<file path="config.mk">
export PLATFORM = sky130hd
export DESIGN_NAME = decode_stage
export DESIGN_NICKNAME = d
export VERILOG_FILES = /design/src/rtl/rv32_pkg.sv /design/src/rtl/decode_stage_imm_gen.sv /design/src/rtl/decode_stage.sv
export SDC_FILE = /design/constraint.sdc
export NUM_CORES = 1
export LEC_CHECK = 0
export ABC_AREA = 1
export BUFFER_PORTS_ARGS = -buffer_cell sky130_fd_sc_hd__clkbuf_2
export CORE_ASPECT_RATIO = 1.4
export CORE_MARGIN = 3
export CORE_UTILIZATION = 46
export CTS_CLUSTER_DIAMETER = 30
export DETAILED_ROUTE_END_ITERATION = 16
export PLACE_DENSITY = 0.73
export SYNTH_ARGS = -nofsm -noshare
export SYNTH_HDL_FRONTEND = slang
export SYNTH_HIERARCHICAL = 1
export SYNTH_SLANG_ARGS = --single-unit
</file>
<file path="constraint.sdc">
create_clock -name i_clk -period 2.8 [get_ports i_clk]
set_input_delay 0.56 -clock i_clk [delete_from_list [all_inputs] [get_ports i_clk]]
set_output_delay 0.56 -clock i_clk [all_outputs]
set_load 0.01 [all_outputs]
</file>
<file path="src/rtl/rv32_pkg.sv">
// Shared RV32I decode definitions: opcodes, ALU operation codes, immediate formats
// and operand-use helpers.
package rv32_pkg;

    localparam logic [6:0] OPC_LUI    = 7'b0110111;
    localparam logic [6:0] OPC_AUIPC  = 7'b0010111;
    localparam logic [6:0] OPC_JAL    = 7'b1101111;
    localparam logic [6:0] OPC_JALR   = 7'b1100111;
    localparam logic [6:0] OPC_BRANCH = 7'b1100011;
    localparam logic [6:0] OPC_LOAD   = 7'b0000011;
    localparam logic [6:0] OPC_STORE  = 7'b0100011;
    localparam logic [6:0] OPC_OP_IMM = 7'b0010011;
    localparam logic [6:0] OPC_OP     = 7'b0110011;
    localparam logic [6:0] OPC_FENCE  = 7'b0001111;
    localparam logic [6:0] OPC_SYSTEM = 7'b1110011;

    typedef enum logic [3:0] {
        ALU_ADD  = 4'd0,  ALU_SUB  = 4'd1,  ALU_SLL  = 4'd2,  ALU_SLT  = 4'd3,
        ALU_SLTU = 4'd4,  ALU_XOR  = 4'd5,  ALU_SRL  = 4'd6,  ALU_SRA  = 4'd7,
        ALU_OR   = 4'd8,  ALU_AND  = 4'd9,  ALU_BEQ  = 4'd10, ALU_BNE  = 4'd11,
        ALU_BLT  = 4'd12, ALU_BGE  = 4'd13, ALU_BLTU = 4'd14, ALU_BGEU = 4'd15
    } alu_op_e;

    typedef enum logic [2:0] {
        IMM_R = 3'd0, IMM_I = 3'd1, IMM_S = 3'd2, IMM_B = 3'd3, IMM_U = 3'd4, IMM_J = 3'd5
    } imm_fmt_e;

    function automatic logic uses_rs1(input logic [31:0] instr);
        case (instr[6:0])
            OPC_JALR, OPC_BRANCH, OPC_LOAD, OPC_STORE, OPC_OP_IMM, OPC_OP: uses_rs1 = 1'b1;
            default: uses_rs1 = 1'b0;
        endcase
    endfunction

    function automatic logic uses_rs2(input logic [31:0] instr);
        case (instr[6:0])
            OPC_BRANCH, OPC_STORE, OPC_OP: uses_rs2 = 1'b1;
            default: uses_rs2 = 1'b0;
        endcase
    endfunction

endpackage

</file>
<file path="src/rtl/decode_stage_imm_gen.sv">
// Immediate generator: assembles and sign-extends the RV32I immediate for the selected format.
module imm_gen
    import rv32_pkg::*;
(
    input  logic [31:7] instr,
    input  imm_fmt_e    fmt,
    output logic [31:0] imm
);

    // Format-selected immediate assembly; R-type and unknown formats yield zero.
    always_comb begin
        imm = 32'd0;
        case (fmt)
            IMM_I:   imm = {{20{instr[31]}}, instr[31:20]};
            IMM_S:   imm = {{20{instr[31]}}, instr[31:25], instr[11:7]};
            IMM_B:   imm = {{19{instr[31]}}, instr[31], instr[7], instr[30:25], instr[11:8], 1'b0};
            IMM_U:   imm = {instr[31:12], 12'd0};
            IMM_J:   imm = {{11{instr[31]}}, instr[31], instr[19:12], instr[20], instr[30:21], 1'b0};
            default: imm = 32'd0;
        endcase
    end

endmodule

</file>
<file path="src/rtl/decode_stage.sv">
// RV32I decode stage: decodes the fetched instruction into an output register for execute,
// drives register-file read addresses a cycle early and inserts one bubble on load-use.
module decode_stage
    import rv32_pkg::*;
#(
    parameter int               XLEN     = 32,
    parameter logic [XLEN-1:0]  RESET_PC = 32'h0000_0000
) (
    input  logic            i_clk,
    input  logic            i_reset,
    input  logic [XLEN-1:0] i_instr,
    input  logic [XLEN-1:0] i_pc,
    input  logic            i_valid,
    output logic            o_ready,
    input  logic            i_flush,
    output logic [4:0]      o_rs1_addr,
    output logic [4:0]      o_rs2_addr,
    output logic            o_valid,
    input  logic            i_ex_ready,
    output logic [XLEN-1:0] o_pc,
    output logic [4:0]      o_rs1,
    output logic [4:0]      o_rs2,
    output logic [4:0]      o_rd,
    output logic [XLEN-1:0] o_imm,
    output logic [3:0]      o_alu_op,
    output logic            o_use_imm,
    output logic            o_use_pc,
    output logic            o_reg_write,
    output logic            o_mem_read,
    output logic            o_mem_write,
    output logic [2:0]      o_mem_funct3,
    output logic            o_branch,
    output logic            o_jump,
    output logic            o_illegal
);

    logic [6:0]  opcode_s;
    logic [2:0]  funct3_s;
    logic [6:0]  funct7_s;
    imm_fmt_e    fmt_s;
    alu_op_e     alu_s;
    logic        use_imm_s, use_pc_s, reg_write_s, mem_read_s, mem_write_s, branch_s, jump_s;
    logic        illegal_op_s, illegal_s;
    logic [2:0]  mem_f3_s;
    logic [31:0] imm_s;
    logic [4:0]  rs1_s, rs2_s, rd_s;
    logic        hz_s, accept_s;

    assign opcode_s = i_instr[6:0];
    assign funct3_s = i_instr[14:12];
    assign funct7_s = i_instr[31:25];

    imm_gen u_imm_gen (
        .instr (i_instr[31:7]),
        .fmt   (fmt_s),
        .imm   (imm_s)
    );

    // Opcode/funct decode into raw control signals before illegal masking.
    always_comb begin
        fmt_s        = IMM_R;
        alu_s        = ALU_ADD;
        use_imm_s    = 1'b0;
        use_pc_s     = 1'b0;
        reg_write_s  = 1'b0;
        mem_read_s   = 1'b0;
        mem_write_s  = 1'b0;
        mem_f3_s     = 3'd0;
        branch_s     = 1'b0;
        jump_s       = 1'b0;
        illegal_op_s = 1'b0;
        case (opcode_s)
            OPC_LUI:    begin fmt_s = IMM_U; use_imm_s = 1'b1; reg_write_s = 1'b1; end
            OPC_AUIPC:  begin fmt_s = IMM_U; use_imm_s = 1'b1; use_pc_s = 1'b1; reg_write_s = 1'b1; end
            OPC_JAL:    begin fmt_s = IMM_J; use_imm_s = 1'b1; use_pc_s = 1'b1; reg_write_s = 1'b1; jump_s = 1'b1; end
            OPC_JALR:   begin fmt_s = IMM_I; use_imm_s = 1'b1; reg_write_s = 1'b1; jump_s = 1'b1; end
            OPC_BRANCH: begin
                fmt_s    = IMM_B;
                branch_s = 1'b1;
                case (funct3_s)
                    3'b000:  alu_s = ALU_BEQ;
                    3'b001:  alu_s = ALU_BNE;
                    3'b100:  alu_s = ALU_BLT;
                    3'b101:  alu_s = ALU_BGE;
                    3'b110:  alu_s = ALU_BLTU;
                    3'b111:  alu_s = ALU_BGEU;
                    default: alu_s = ALU_BEQ;
                endcase
            end
            OPC_LOAD:   begin fmt_s = IMM_I; use_imm_s = 1'b1; reg_write_s = 1'b1; mem_read_s = 1'b1; mem_f3_s = funct3_s; end
            OPC_STORE:  begin fmt_s = IMM_S; use_imm_s = 1'b1; mem_write_s = 1'b1; mem_f3_s = funct3_s; end
            OPC_OP_IMM: begin
                fmt_s       = IMM_I;
                use_imm_s   = 1'b1;
                reg_write_s = 1'b1;
                case (funct3_s)
                    3'b000:  alu_s = ALU_ADD;
                    3'b010:  alu_s = ALU_SLT;
                    3'b011:  alu_s = ALU_SLTU;
                    3'b100:  alu_s = ALU_XOR;
                    3'b110:  alu_s = ALU_OR;
                    3'b111:  alu_s = ALU_AND;
                    3'b001:  begin
                        if (funct7_s == 7'b0000000) alu_s = ALU_SLL;
                        else                        illegal_op_s = 1'b1;
                    end
                    3'b101:  begin
                        if (funct7_s == 7'b0000000)      alu_s = ALU_SRL;
                        else if (funct7_s == 7'b0100000) alu_s = ALU_SRA;
                        else                             illegal_op_s = 1'b1;
                    end
                    default: alu_s = ALU_ADD;
                endcase
            end
            OPC_OP:     begin
                reg_write_s = 1'b1;
                case (funct3_s)
                    3'b000:  alu_s = funct7_s[5] ? ALU_SUB : ALU_ADD;
                    3'b001:  alu_s = ALU_SLL;
                    3'b010:  alu_s = ALU_SLT;
                    3'b011:  alu_s = ALU_SLTU;
                    3'b100:  alu_s = ALU_XOR;
                    3'b101:  alu_s = funct7_s[5] ? ALU_SRA : ALU_SRL;
                    3'b110:  alu_s = ALU_OR;
                    3'b111:  alu_s = ALU_AND;
                    default: alu_s = ALU_ADD;
                endcase
            end
            OPC_FENCE:  fmt_s = IMM_R;
            OPC_SYSTEM: illegal_op_s = 1'b1;
            default:    illegal_op_s = 1'b1;
        endcase
    end

    // Illegal encodings lose every side effect, and rd is only reported when it is written.
    assign illegal_s = illegal_op_s | (i_instr[1:0] != 2'b11);
    assign rd_s      = (reg_write_s & ~illegal_s) ? i_instr[11:7] : 5'd0;
    assign rs1_s     = uses_rs1(i_instr) ? i_instr[19:15] : 5'd0;
    assign rs2_s     = uses_rs2(i_instr) ? i_instr[24:20] : 5'd0;

    assign hz_s = o_valid & o_mem_read & (o_rd != 5'd0) &
                  ((uses_rs1(i_instr) & (i_instr[19:15] == o_rd)) |
                   (uses_rs2(i_instr) & (i_instr[24:20] == o_rd)));

    assign o_ready    = ~i_flush & ~hz_s & (~o_valid | i_ex_ready);
    assign accept_s   = i_valid & o_ready;
    assign o_rs1_addr = accept_s ? i_instr[19:15] : o_rs1;
    assign o_rs2_addr = accept_s ? i_instr[24:20] : o_rs2;

    // Output register: reset, flush, accept, drain to bubble, or hold while execute stalls.
    always_ff @(posedge i_clk) begin
        if (i_reset) begin
            o_valid      <= 1'b0;
            o_pc         <= RESET_PC;
            o_rs1        <= 5'd0;
            o_rs2        <= 5'd0;
            o_rd         <= 5'd0;
            o_imm        <= 32'd0;
            o_alu_op     <= 4'd0;
            o_use_imm    <= 1'b0;
            o_use_pc     <= 1'b0;
            o_reg_write  <= 1'b0;
            o_mem_read   <= 1'b0;
            o_mem_write  <= 1'b0;
            o_mem_funct3 <= 3'd0;
            o_branch     <= 1'b0;
            o_jump       <= 1'b0;
            o_illegal    <= 1'b0;
        end else if (i_flush) begin
            o_valid <= 1'b0;
        end else if (accept_s) begin
            o_valid      <= 1'b1;
            o_pc         <= i_pc;
            o_rs1        <= rs1_s;
            o_rs2        <= rs2_s;
            o_rd         <= rd_s;
            o_imm        <= imm_s;
            o_alu_op     <= alu_s;
            o_use_imm    <= use_imm_s;
            o_use_pc     <= use_pc_s;
            o_reg_write  <= reg_write_s & ~illegal_s;
            o_mem_read   <= mem_read_s & ~illegal_s;
            o_mem_write  <= mem_write_s & ~illegal_s;
            o_mem_funct3 <= mem_f3_s;
            o_branch     <= branch_s & ~illegal_s;
            o_jump       <= jump_s & ~illegal_s;
            o_illegal    <= illegal_s;
        end else if (i_ex_ready) begin
            o_valid <= 1'b0;
        end else begin
            o_valid <= o_valid;
        end
    end

endmodule

</file>
# Word-level counts from Yosys, hierarchy flattened

Index checks and enable logic that the tools add are counted.
W data, S select, Z words.

Bits in writable memories: 0
Memories: 0
Latch bits: 0
Logic and storage cells: 111
Flip-flop bits (word level): 95
Bits of input ports: 69
Bits in read-only memories: 0

Reductions and logical operators: 16
Add/sub/neg operators: 0
Equality and inequality tests: 26
Divide/modulo/power cells: 0
Order comparisons: 0
Bitwise gates (word level): 20
Muxes and demuxes: 33
Shift operators: 0
$mul: 0

Operators with widths:

| kind                 | count |
|---|---|
| $pmux W32 S5         | 1 |
| $pmux W4 S8          | 2 |
| $pmux W3 S5          | 2 |
| $eq A7 B6 Y1 const B | 4 |
| $mux W5              | 5 |
| $eq A7 B7 Y1 const B | 3 |
| $eq A3 B3 Y1 const B | 6 |
| $mux W1              | 16 |
| $eq A7 B5 Y1 const B | 2 |
| $reduce_or A7 Y1     | 2 |
| $and A1 B1 Y1        | 13 |
| $eq A3 B2 Y1 const B | 4 |
| $pmux W4 S3          | 1 |
| $eq A5 B5 Y1         | 2 |
| $reduce_or A2 Y1     | 5 |
| $mux W3              | 3 |
| $reduce_or A9 Y1     | 1 |
| $eq A7 B2 Y1 const B | 1 |
| $eq A7 B4 Y1 const B | 1 |
| $logic_not A7 Y1     | 1 |
| $eq A3 B1 Y1 const B | 2 |
| $reduce_or A3 Y1     | 2 |
| $reduce_or A6 Y1     | 1 |
| $reduce_bool A5 Y1   | 1 |
| other kinds (8)      | 14 |

# Logic depth before layout (Yosys ltp)

Gate-level depths: netlist of the first run.

Depth in word-level cells: 11
Depth in mapped cells: 15
Mapped depth without buffers: 14

# Modules after synthesis

The synthesis of the first run kept the hierarchy.

Modules (own cells, without submodules):

| module       | seq. area each (µm²) | area each (µm²) | cells an instance | times used |
|---|---|---|---|---|
| decode_stage | 1901.8               | 4292.9          | 631               | 1 |
| imm_gen      | 0.0                  | 475.5           | 77                | 1 |

# Least setup slack after synthesis of the first run

No wires, ideal clock.

Path kind: input port to output port
From: input i_instr[1]
To: output o_rs1_addr[2]
Required time: 2240 ps
Data arrival time: 1831 ps
Path buffers: 2
Path slack: 409 ps
Stages: 12
Cells stage by stage: nand2_1 inv_1 nand2_1 a21oi_2 nor2_4 nor2_2 nand2_2 nand3_4 buf_6 buf_6 nand2_1 o21ai_0

Longest elaborated chain between the ends: 11
Elaborated cells on any way between the ends: 19
Those cells by class: 6 x eq/ne; 3 x mux; 8 x bitwise; 2 x reduce/logical

Ends and longest elaborated chain:

| element                                              | RTL line                                 | source |
|---|---|---|
| start: declaration                                   | decode_stage.sv:11                       | `input logic [XLEN-1:0] i_instr,` |
| $eq A7 B7 Y1, or another cell as far along           | rv32_pkg.sv:29, rv32_pkg.sv:36           |  |
| $reduce_or A6 Y1 or $reduce_or A3 Y1 (tied branches) | rv32_pkg.sv:29, rv32_pkg.sv:36           |  |
| $mux W1, on equally long branches                    | rv32_pkg.sv:29, rv32_pkg.sv:36           |  |
| $and A1 B1 Y1, on equally long branches              | decode_stage.sv:142, decode_stage.sv:143 |  |
| $or A1 B1 Y1 (*)                                     | decode_stage.sv:142                      | `((uses_rs1(i_instr) & (i_instr[19:15] == o_rd)) \|` |
| $and A1 B1 Y1 (*)                                    | decode_stage.sv:141                      | `assign hz_s = o_valid & o_mem_read & (o_rd != 5'd0) &` |
| $not A1 Y1 (*)                                       | decode_stage.sv:145                      | `assign o_ready = ~i_flush & ~hz_s & (~o_valid \| i_ex_ready);` |
| $and A1 B1 Y1 (*) (2 in series)                      | decode_stage.sv:145                      |  |
| $and A1 B1 Y1 (*)                                    | decode_stage.sv:146                      | `assign accept_s = i_valid & o_ready;` |
| $mux W5 (*)                                          | decode_stage.sv:147                      | `assign o_rs1_addr = accept_s ? i_instr[19:15] : o_rs1;` |
| end: declaration                                     | decode_stage.sv:16                       | `output logic [4:0] o_rs1_addr,` |

Mark *: on every way between the ends. The rest lies on a longest branch, timed or not.

# Final worst setup path of the first run

From: input i_instr[4]
To: output o_rs2_addr[2]

Longest elaborated chain between the ends: 11
Elaborated cells on any way between the ends: 19
Those cells by class: 6 x eq/ne; 3 x mux; 8 x bitwise; 2 x reduce/logical

Ends and longest elaborated chain:

| element                                              | RTL line                                 | source |
|---|---|---|
| $eq A7 B7 Y1, or another cell as far along           | rv32_pkg.sv:29, rv32_pkg.sv:36           |  |
| $reduce_or A6 Y1 or $reduce_or A3 Y1 (tied branches) | rv32_pkg.sv:29, rv32_pkg.sv:36           |  |
| $mux W1, on equally long branches                    | rv32_pkg.sv:29, rv32_pkg.sv:36           |  |
| $and A1 B1 Y1, on equally long branches              | decode_stage.sv:142, decode_stage.sv:143 |  |
| $or A1 B1 Y1 (*)                                     | decode_stage.sv:142                      |  |
| $and A1 B1 Y1 (*)                                    | decode_stage.sv:141                      |  |
| $not A1 Y1 (*)                                       | decode_stage.sv:145                      |  |
| $and A1 B1 Y1 (*) (2 in series)                      | decode_stage.sv:145                      |  |
| $and A1 B1 Y1 (*)                                    | decode_stage.sv:146                      |  |
| $mux W5 (*)                                          | decode_stage.sv:148                      | `assign o_rs2_addr = accept_s ? i_instr[24:20] : o_rs2;` |
| end: declaration                                     | decode_stage.sv:17                       | `output logic [4:0] o_rs2_addr,` |

Marked as above.

==> flow_summary.yaml, run 1 <==
drt:
  drt-pass1-iter-count: 5
  vias_per_cell: 5.09
  wirelength_mm: 14.0
  route.vias.total: 5126
  postRouteAntennaNets: 0
  wl_per_cell_microns: 13.9
  detail_route.iter0.violations: 252
  drc: 0
clocking:
  clock-sinks: 95
  cts_tree: "done"
  cts_buffers: 9
  insertion_delay_ps: 340
  clk_pin_slew_ps: 70
  ctsRootBufferMaster: "sky130_fd_sc_hd__clkbuf_16"
  cts_max_level: 3
  cts.hold.buffers_added: 0
  number_of_buffers_added_for_setup_after_cts: 0
  cts.path.max_buffers: 2
global_routing:
  first_global_vias: 4936
  antenna_violations_before_repair: 0
  grt_max_degree: 74
  gr-usage-all-layers_pct: 24.0
  grt_first_pass_wirelength_mm: 22.9
  global_route.overflow_total: 0
critical_path:
  arrival_ps: 2060
  cp-end-kind: "output port"
  worstSetupStartpointType: "input pin"
  critical_path_peak_fanout: 11
  worstPathRequired_ps: 2240
  criticalPathCategory: "in -> out"
logic_synthesis:
  post_synth.cell_area_avg_sq_um: 6.73
  synth_enable_flop_cells: 0
  post_synth_inst_count: 708
  mappedNetlistNets: 777
  yosysUniqueCellTypes: 35
  seq_area_frac_synth_pct: 39.9
  ys_async_sr_fraction_pct: 0
  synth_seq_cells: 95
  synth_ff_type: "sky130_fd_sc_hd__dfxtp_1"
  mappedNetlistArea_sq_um: 4770
  synth.yosys.warnings: 6
layout:
  layout.filler_cells: 978
  sequential_area_sq_um: 1900
  area.growth.synth_to_final_pct: 24.8
  ratio_of_cells_with_drive_above_1_in_the_final_layout_pct: 26.6
  antennaDiodeCount: 0
  final_util_pct: 59.5
  finish.net_count: 936
  multiInputGateArea_sq_um: 2350
sta:
  top_achievable_clock_speed_ghz: 0.381
  hold_viol_final: 0
  final.period_utilization_pct: 93.6
  finalCriticalPeriod_ps: 2620
  maxSlewHeadroom_pct: 66.7
  fin_ws_ps: 179
  tightestPinTransition_ps: 499
  finalMaxSlewViolations: 0
  setup_total_negative_slack_ps: 0
  setup_viol: 0
  worst_clock_skew_ps: 11.9
  grt_setup_unrepaired: "no"
power:
  cellPowerDensity_nw_per_um2: 493
  power.ir.vdd_worst_mv: 0.348
  p_leak_nw: 2.93
placed_design:
  dp_hpwl_mm: 10.8
  globalplace.congestion: 0.918
  place.port_buffers: 174
  preCtsSetupSlack_ps: 119
outcome:
  outcome: "finished clean"
floorplan:
  floorplan.core_area_sq_um: 10000
  num_io_pins: 175
  floorplan.die.width_microns: 92.0
  core.rowCount: 43
  initial_core_util_pct: 47.6
  chipHeight_microns: 126
  dieArea_sq_um: 11600
job:
  timing.max_cap.violations: 0
hold_path:
  hp-class: "in -> reg"
## worst paths after layout
check             slack (ps)            end        from  cells after the start
hold reg to reg          470       o_imm[6]    o_imm[6]                      2
setup / recovery         180  o_rs2_addr[2]  i_instr[4]                     12
hold / removal           430       o_pc[17]    i_pc[17]                      3
setup reg to reg         640    o_alu_op[3]     o_rd[0]                     11
## registers in the layout, indices dropped and copies added, names as in the netlist
register and count:
o_rd 5, o_imm 32, o_use_pc 1, o_mem_funct3 3, o_rs1 5, o_valid 1, o_reg_write 1, o_jump 1
o_mem_read 1, o_alu_op 4, o_branch 1, o_mem_write 1, o_rs2 5, o_use_imm 1, o_illegal 1, o_pc 32
## cell usage in the layout, fill, tap and decap left out, types with 2 or more instances in the layout
cell | synthesis | layout
sky130_fd_sc_hd__clkbuf_2 | 0 | 173
sky130_fd_sc_hd__nand2_1 | 249 | 249
sky130_fd_sc_hd__a21oi_1 | 93 | 93
sky130_fd_sc_hd__o21ai_0 | 18 | 16
sky130_fd_sc_hd__nand2_4 | 4 | 4
sky130_fd_sc_hd__nor2_1 | 52 | 52
sky130_fd_sc_hd__nor3_1 | 3 | 3
sky130_fd_sc_hd__nor2b_1 | 2 | 2
sky130_fd_sc_hd__buf_4 | 0 | 8
sky130_fd_sc_hd__buf_12 | 1 | 2
sky130_fd_sc_hd__clkinvlp_4 | 0 | 2
sky130_fd_sc_hd__nand3_1 | 34 | 34
sky130_fd_sc_hd__inv_2 | 2 | 2
sky130_fd_sc_hd__clkbuf_16 | 0 | 9
sky130_fd_sc_hd__inv_1 | 69 | 69
sky130_fd_sc_hd__nor2_4 | 2 | 2
sky130_fd_sc_hd__o21ai_2 | 10 | 10
sky130_fd_sc_hd__inv_6 | 1 | 4
sky130_fd_sc_hd__xor2_1 | 3 | 3
sky130_fd_sc_hd__dfxtp_1 | 95 | 95
sky130_fd_sc_hd__nand3_4 | 1 | 2
sky130_fd_sc_hd__nand2_2 | 4 | 4
sky130_fd_sc_hd__nand4_1 | 16 | 16
sky130_fd_sc_hd__o21ai_1 | 1 | 3
## cells in the mapped netlist (2+ instances only)
cell type | number | area share, %
sky130_fd_sc_hd__inv_1 | 69 | 5.4
sky130_fd_sc_hd__nand4_1 | 16 | 2.1
sky130_fd_sc_hd__nor3_1 | 3 | 0.31
sky130_fd_sc_hd__nor2_4 | 2 | 0.47
sky130_fd_sc_hd__nand2_1 | 249 | 20
sky130_fd_sc_hd__nor2_1 | 52 | 4.1
sky130_fd_sc_hd__a21oi_1 | 93 | 9.8
sky130_fd_sc_hd__clkbuf_1 | 15 | 1.2
sky130_fd_sc_hd__buf_2 | 7 | 0.73
sky130_fd_sc_hd__o21ai_2 | 10 | 1.8
sky130_fd_sc_hd__nand2_2 | 4 | 0.52
sky130_fd_sc_hd__buf_6 | 14 | 3.3
sky130_fd_sc_hd__nand3_1 | 34 | 3.6
sky130_fd_sc_hd__o21ai_0 | 18 | 1.9
sky130_fd_sc_hd__inv_2 | 2 | 0.16
sky130_fd_sc_hd__dfxtp_1 | 95 | 40
sky130_fd_sc_hd__nand2_4 | 4 | 0.94
sky130_fd_sc_hd__nor2b_1 | 2 | 0.26
sky130_fd_sc_hd__xor2_1 | 3 | 0.55
## stage by stage
step / total power [mW] / instances / hold WS (ps) / area, sq um
4_1_cts: 2.96 / 1006 / 429 / 5930
2_1_floorplan: 1.65 / 708 / 487 / 4770
6_report: 2.94 / 1007 / 435 / 5950
3_3_place_gp: 1.77 / 990 / 451 / 5640
3_5_place_dp: 1.79 / 990 / 455 / 5640
5_1_grt: 3.05 / 1007 / 436 / 5950
## where the power goes
part	switching (mW)	total (mW)	internal, mW
Clock	0.558	1.18	0.619
Combinational	0.232	0.357	0.125
Sequential	0.0174	1.40	1.38
## worst max-delay path: stages
cell and delay, ps:
sky130_fd_sc_hd__clkbuf_2 100, sky130_fd_sc_hd__inv_2 50, sky130_fd_sc_hd__nand3_1 90, sky130_fd_sc_hd__inv_1 60, sky130_fd_sc_hd__nand2_1 90, sky130_fd_sc_hd__nand2_1 150
sky130_fd_sc_hd__nor2_4 190, sky130_fd_sc_hd__nor2_2 50, sky130_fd_sc_hd__nand2_2 140, sky130_fd_sc_hd__nand3_4 160, sky130_fd_sc_hd__o21ai_0 250, sky130_fd_sc_hd__clkbuf_2 170
## repair_timing
action | 4_1_cts | 5_1_grt
resized for setup | 0 | 4
endpoints found under the setup margin | 0 | 10
endpoints found under the hold margin | 0 | 0
## area by class of cell
type,instances,share of cell area (%)
clock buffers,9,3.78
clock inverters,7,1.03
inverters,72,4.63
multi-input cells,505,39.4
flip-flops and latches,95,32.0
well taps,135,2.84
repair buffers,184,16.3
## kinds of logic (layout without fill, tap and decap cells)
group,Yosys count,in the layout,share of synthesized area (%)
AOI/OAI and AO/OA,128,128,14.6
xor gates and xnor gates,3,3,0.551
buffers and inverters,109,272,11.4
DFF,95,95,39.9
and+or+nand+nor,373,374,33.6
## metal layers
layer | wire length (microns) | up-vias | global-route usage, % | part of all wire, %
met5 | 0 | - | 0 | 0
met4 | 567 | 0 | 12.6 | 4.0
met3 | 1030 | 49 | 5.81 | 7.3
met2 | 7080 | 209 | 42.0 | 50
met1 | 5340 | 2311 | 26.7 | 38
li1 | - | 2557 | - | -
Power figures use the tool's default switching activity.
==> run 2: changes to the inputs <==
Settings changed: SYNTH_HIERARCHICAL 1 to not set.
==> run 2 against run 1 <==
  * Area after synthesis increased by 1.6%
  * Setup slack got worse by 9.0 ps
  * Total power increased by 0.46%
  * Sequential share of layout area decreased by 0.77 points
  * Cell count increased by 3.0%
  * Sequential power about the same
  * Count of clock-buffer cells in the layout increased by 2
  * Routed wire length increased by 13%
  * Synthesized cell count increased by 4.7%
  * Non-clock buffer count increased by 8
  * Largest cell class unchanged
  * Highest routed layer unchanged
==> flow_summary.yaml, run 2 <==
floorplan:
  chipHeight_microns: 127
  floorplan.die.width_microns: 92.7
  dieArea_sq_um: 11800
  floorplan.core_area_sq_um: 10100
  core.rowCount: 43
  initial_core_util_pct: 47.9
  num_io_pins: 175
logic_synthesis:
  synth_ff_type: "sky130_fd_sc_hd__dfxtp_1"
  mappedNetlistArea_sq_um: 4840
  yosysUniqueCellTypes: 27
  synth_seq_cells: 95
  synth_top_cells_by_area: "sky130_fd_sc_hd__dfxtp_1 (39%), sky130_fd_sc_hd__nand2_1 (17%), sky130_fd_sc_hd__a21oi_1 (10%), sky130_fd_sc_hd__nand3_1 (8.4%), sky130_fd_sc_hd__nand4_1 (5.2%)"
  synthAdderAreaFrac_pct: 0
  synth_most_common_cell: "sky130_fd_sc_hd__nand2_1"
  synth_enable_flop_cells: 0
  synth_top_area_share_pct: 39.3
  post_synth_inst_count: 741
  synth-xor-area-share_pct: 0
  synth_mux_area_share_pct: 0
  post_synth.cell_area_avg_sq_um: 6.54
  mappedNetlistNets: 810
  seq_area_frac_synth_pct: 39.3
  synth-compound-area-share_pct: 13.4
  synth_top_family_by_area: "simple AND/OR/NAND/NOR gates"
  synth_top_area_cell: "sky130_fd_sc_hd__dfxtp_1"
  synthSimpleGateAreaFrac_pct: 37.9
  synth.yosys.warnings: 0
  post_synth_most_frequent_cells: "sky130_fd_sc_hd__nand2_1 (218), sky130_fd_sc_hd__a21oi_1 (101), sky130_fd_sc_hd__dfxtp_1 (95)"
  ys_async_sr_fraction_pct: 0
drt:
  wl_per_cell_microns: 15.2
  route.vias.total: 5585
  wirelength_mm: 15.8
  drc: 0
  drt-pass1-iter-count: 6
  postRouteAntennaNets: 0
  vias_per_cell: 5.39
  detail_route.iter0.violations: 377
clocking:
  clk_pin_slew_ps: 70
  ctsRootBufferMaster: "sky130_fd_sc_hd__clkbuf_16"
  insertion_delay_ps: 340
  clock-sinks: 95
  cts_buffers: 9
  number_of_buffers_added_for_setup_after_cts: 0
  cts.hold.buffers_added: 0
  cts_max_level: 3
  cts_resized: 0
  cts_tree: "done"
  cts.path.max_buffers: 2
global_routing:
  grt_first_pass_wirelength_mm: 24.7
  gr-usage-all-layers_pct: 25.7
  antenna_violations_before_repair: 0
  first_global_vias: 5155
  grt_max_degree: 89
  global_route.overflow_total: 0
layout:
  antennaDiodeCount: 0
  largest_registers_ranked_by_flip_flop_count: "o_imm: 32 flops, o_pc: 32 flops"
  final_cell_mix: "sky130_fd_sc_hd__nand2_1 (218), sky130_fd_sc_hd__clkbuf_2 (173), sky130_fd_sc_hd__a21oi_1 (101), sky130_fd_sc_hd__dfxtp_1 (95), sky130_fd_sc_hd__nand3_1 (81)"
  post_route_cell_area_sq_um: 6100
  final_util_pct: 60.3
  area.growth.synth_to_final_pct: 25.9
  ratio_of_cells_with_drive_above_1_in_the_final_layout_pct: 26.1
  finish.net_count: 966
  final_common_cell: "sky130_fd_sc_hd__nand2_1"
sta:
  tightestPinTransition_ps: 902
  setup_viol: 0
  final.period_utilization_pct: 93.9
  hold_viol_final: 0
  worst_clock_skew_ps: 10.2
  finalCriticalPeriod_ps: 2630
  maxSlewHeadroom_pct: 39.9
  top_achievable_clock_speed_ghz: 0.380
  finalMaxSlewViolations: 0
hold_path:
  hold_path.startpoint: "i_flush"
  hp-class: "in -> reg"
critical_path:
  critical_path_peak_fanout: 16
  criticalPathCategory: "reg -> out"
  worstSetupStartpointType: "flop"
  reg2reg_depth: 13
  timing.rr.end: "o_use_imm"
  crit-reg2reg-launch: "o_rd[1]"
  arrival_ps: 2070
  timing.critical_path.to: "o_rs2_addr[4]"
  cp-end-kind: "output port"
  worstPathRequired_ps: 2240
  launching_instance_or_port_of_the_critical_path: "o_rd[1]"
  reg2reg_setup_slack_ps: 700
power:
  cellPowerDensity_nw_per_um2: 484
  p_leak_nw: 2.97
  power.ir.vdd_worst_mv: 0.272
placed_design:
  dp_hpwl_mm: 11.6
  place.port_buffers: 174
  globalplace.congestion: 0.920
  dpl_cell_area_sq_um: 5790
job:
  timing.max_cap.violations: 0
outcome:
  outcome: "finished clean"
-- run 2: area by class of cell --
cell class / instances / area, sq um
Clock buffer: 11 / 253
Clock inverter: 5 / 31.3
Fill cell: 1053 / 4020
Inverter: 52 / 195
Multi-Input combinational cell: 547 / 2520
Sequential cell: 95 / 1900
Tap cell: 135 / 169
Timing Repair Buffer: 192 / 1030
-- run 2: critical path, stage by stage, from the launching register on --
cell and delay [ps]:
sky130_fd_sc_hd__dfxtp_1 410, sky130_fd_sc_hd__inv_1 110, sky130_fd_sc_hd__nand2_1 70, sky130_fd_sc_hd__nand2_1 40
sky130_fd_sc_hd__nor2_1 80, sky130_fd_sc_hd__nand2_1 50, sky130_fd_sc_hd__nor2_1 140, sky130_fd_sc_hd__nand2_1 80
sky130_fd_sc_hd__nand2_2 100, sky130_fd_sc_hd__nand2_2 120, sky130_fd_sc_hd__nand3_4 180, sky130_fd_sc_hd__nand2_1 100
sky130_fd_sc_hd__o21ai_1 100, sky130_fd_sc_hd__clkbuf_2 150
-- run 2: stage by stage --
stage	hold slack, ps	TNS [ps]	setup WS, ps	power [mW]	cells
after global routing	469	-1.71	-1.71	3.07	1037
after CTS	449	0	18.2	2.96	1036
after floorplan	483	0	370	1.65	741
final	455	0	170	2.95	1037
after detailed placement	453	0	36.3	1.80	1020
after global placement	452	0	83.1	1.80	1020
-- run 2: worst min-delay path by stage --
stage | end | slack [ps] | cells after the start
after CTS | o_valid | 450 | 4
after global placement | o_pc[16] | 450 | 2
after detailed placement | o_imm[2] | 450 | 2
final | o_valid | 450 | 4
after floorplan | o_imm[29] | 480 | 2
after global routing | o_valid | 470 | 4
-- run 2: cell families (layout without fill, tap and decap cells) --
group                  Yosys count  in the layout
buffers and inverters          100            260
and+or+nand+nor                421            422
AOI/OAI and AO/OA              125            125
DFF                             95             95
-- run 2: per-layer routing --
layer | vias up | share of wire, % | GRT usage (%) | wire [microns]
met1 | 2562 | 40 | 29.8 | 6290
met3 | 34 | 6.5 | 4.71 | 1030
met5 | - | 0 | 0 | 0
met4 | 0 | 2.7 | 8.63 | 428
met2 | 226 | 51 | 47.1 | 8070
li1 | 2763 | - | - | -
-- run 2: power by group --
group / total [mW] / internal [mW] / leakage, nW / switching, mW
combinational: 0.377 / 0.129 / 2.05 / 0.248
sequential: 1.40 / 1.38 / 0.770 / 0.0170
clock: 1.17 / 0.649 / 0.142 / 0.522
total: 2.95 / 2.16 / 2.97 / 0.787
==> run 3: changes to the inputs <==
Settings changed: CTS_BUF_LIST set to sky130_fd_sc_hd__clkbuf_8.
Clock period 2.8 ns to 3.4 ns, I/O delays scaled along.
==> run 3 against run 2 <==
  * Total power down 24%
  * Clock skew up 1.3 ps
  * Clock power down 33%
  * Sequential power down 18%
  * Sequential share of layout area up 1.0 points
  * Sequential cell count unchanged
  * Non-clock buffer count down 9
  * Count of clock-buffer cells in the layout down 1
  * Utilization down 1.9 points
==> flow_summary.yaml, run 3 (synthesis results as in run 2) <==
outcome:
  outcome: "finished clean"
critical_path:
  cp-end-kind: "output port"
  worstPathRequired_ps: 2720
  reg2reg_setup_slack_ps: 820
  worstSetupStartpointType: "input pin"
  criticalPathCategory: "in -> out"
  arrival_ps: 2410
  critical_path_peak_fanout: 39
clocking:
  cts_buffers: 9
  clock-sinks: 95
  ctsRootBufferMaster: "sky130_fd_sc_hd__clkbuf_8"
  insertion_delay_ps: 370
  cts_resized: 0
  cts.path.max_buffers: 2
  cts.hold.buffers_added: 0
  cts_max_level: 3
  cts_tree: "done"
  clk_pin_slew_ps: 80
  number_of_buffers_added_for_setup_after_cts: 0
placed_design:
  globalplace.congestion: 0.882
  dp_cells: 1011
  dp_hpwl_mm: 11.4
  dpl_cell_area_sq_um: 5700
  place.port_buffers: 174
sta:
  grt_setup_unrepaired: "no"
  top_achievable_clock_speed_ghz: 0.324
  final.period_utilization_pct: 90.9
  post_route_worst_hold_slack_ps: 465
  worst_clock_skew_ps: 11.6
  finalCriticalPeriod_ps: 3090
  hold_viol_final: 0
  setup_total_negative_slack_ps: 0
  tightestPinTransition_ps: 918
  maxSlewHeadroom_pct: 38.8
  setup_viol: 0
  finalMaxSlewViolations: 0
global_routing:
  grt_max_degree: 89
  gr-usage-all-layers_pct: 25.6
  antenna_violations_before_repair: 0
  global_route.overflow_total: 0
  first_global_vias: 5057
  grt_first_pass_wirelength_mm: 24.4
floorplan:
  chipHeight_microns: 127
  floorplan.core_area_sq_um: 10100
  core.rowCount: 43
  floorplan.die.width_microns: 92.7
  initial_core_util_pct: 47.9
  num_io_pins: 175
  dieArea_sq_um: 11800
power:
  p_leak_nw: 2.87
  p_clk_share_pct: 35.0
  power.share.sequential_pct: 51.6
  p_total_mw: 2.23
  power.switching_fraction_pct: 28.3
  power_switching_uw: 633
  cellPowerDensity_nw_per_um2: 378
  cell_internal_pwr_mw: 1.60
  combPwrFrac_pct: 13.4
  power.ir.vdd_worst_mv: 0.225
drt:
  wl_per_cell_microns: 15.0
  drc: 0
  drt-pass1-iter-count: 6
  postRouteAntennaNets: 0
  detail_route.iter0.violations: 308
  route.vias.total: 5471
  vias_per_cell: 5.33
  wirelength_mm: 15.4
layout:
  multiInputGateArea_sq_um: 2490
  layout.filler_cells: 1057
  final_cell_mix: "sky130_fd_sc_hd__nand2_1 (218), sky130_fd_sc_hd__clkbuf_2 (173), sky130_fd_sc_hd__a21oi_1 (101), sky130_fd_sc_hd__dfxtp_1 (95), sky130_fd_sc_hd__nand3_1 (81)"
  ratio_of_cells_with_drive_above_1_in_the_final_layout_pct: 24.9
  sequential_area_sq_um: 1900
  final_common_cell: "sky130_fd_sc_hd__nand2_1"
  post_route_cell_area_sq_um: 5900
  stdcell_count: 1027
  finish.net_count: 956
  area.growth.synth_to_final_pct: 21.9
  antennaDiodeCount: 0
  largest_registers_ranked_by_flip_flop_count: "o_imm: 32 flops, o_pc: 32 flops"
job:
  timing.max_cap.violations: 0
hold_path:
  hp-class: "reg -> reg"
run 3: power groups by stage:
| stage | Sequential [mW] | Clock (mW) | Combinational [mW] |
|---|---|---|---|
| 2_1_floorplan | 1.19 | 0 | 0.168 |
| 3_3_place_gp | 1.18 | 0 | 0.293 |
| 3_5_place_dp | 1.18 | 0 | 0.298 |
| 4_1_cts | 1.15 | 0.793 | 0.299 |
| 5_1_grt | 1.16 | 0.837 | 0.332 |
| 6_report | 1.15 | 0.782 | 0.299 |
run 3: layout make-up:
| class | count | area share (%) |
|---|---|---|
| Multi-Input combinational cell | 546 | 42.2 |
| Clock inverter | 6 | 1.17 |
| Clock buffer | 10 | 2.33 |
| Tap cell | 135 | 2.86 |
| Sequential cell | 95 | 32.2 |
| Inverter | 52 | 3.31 |
| Timing Repair Buffer | 183 | 15.9 |
run 3: metal layers:
metal	track usage [%]	part of all wire (%)	routed length [microns]
met1	30.4	42	6400
met2	46.1	50	7690
met3	4.24	6.2	956
met4	9.32	2.3	361
met5	0	0	0
run 3: critical path: stages:
cell	delay [ps]
sky130_fd_sc_hd__clkbuf_2	110
sky130_fd_sc_hd__nor2_1	230
sky130_fd_sc_hd__nand2_2	170
sky130_fd_sc_hd__a21oi_2	190
sky130_fd_sc_hd__nand3_1	110
sky130_fd_sc_hd__nand2_2	110
sky130_fd_sc_hd__nand2_2	80
sky130_fd_sc_hd__nand3_4	300
sky130_fd_sc_hd__nand2_1	130
sky130_fd_sc_hd__o21ai_1	120
sky130_fd_sc_hd__clkbuf_2	160
run 3: final timing paths:
| check | start | to | depth (start not counted) |
|---|---|---|---|
| worst min register to register | o_pc[7] | o_pc[7] | 2 |
| worst max register to register | o_rd[1] | o_pc[21] | 13 |
| worst max-delay path | i_instr[2] | o_rs1_addr[4] | 11 |
| worst min-delay path | o_pc[7] | o_pc[7] | 2 |
run 3: through the flow:
step | utilization [%] | setup slack (ps)
2_1_floorplan | - | 730
3_3_place_gp | 56.3 | 424
3_5_place_dp | 56.3 | 323
4_1_cts | 58.4 | 321
5_1_grt | 58.4 | 120
6_report | 58.4 | 310
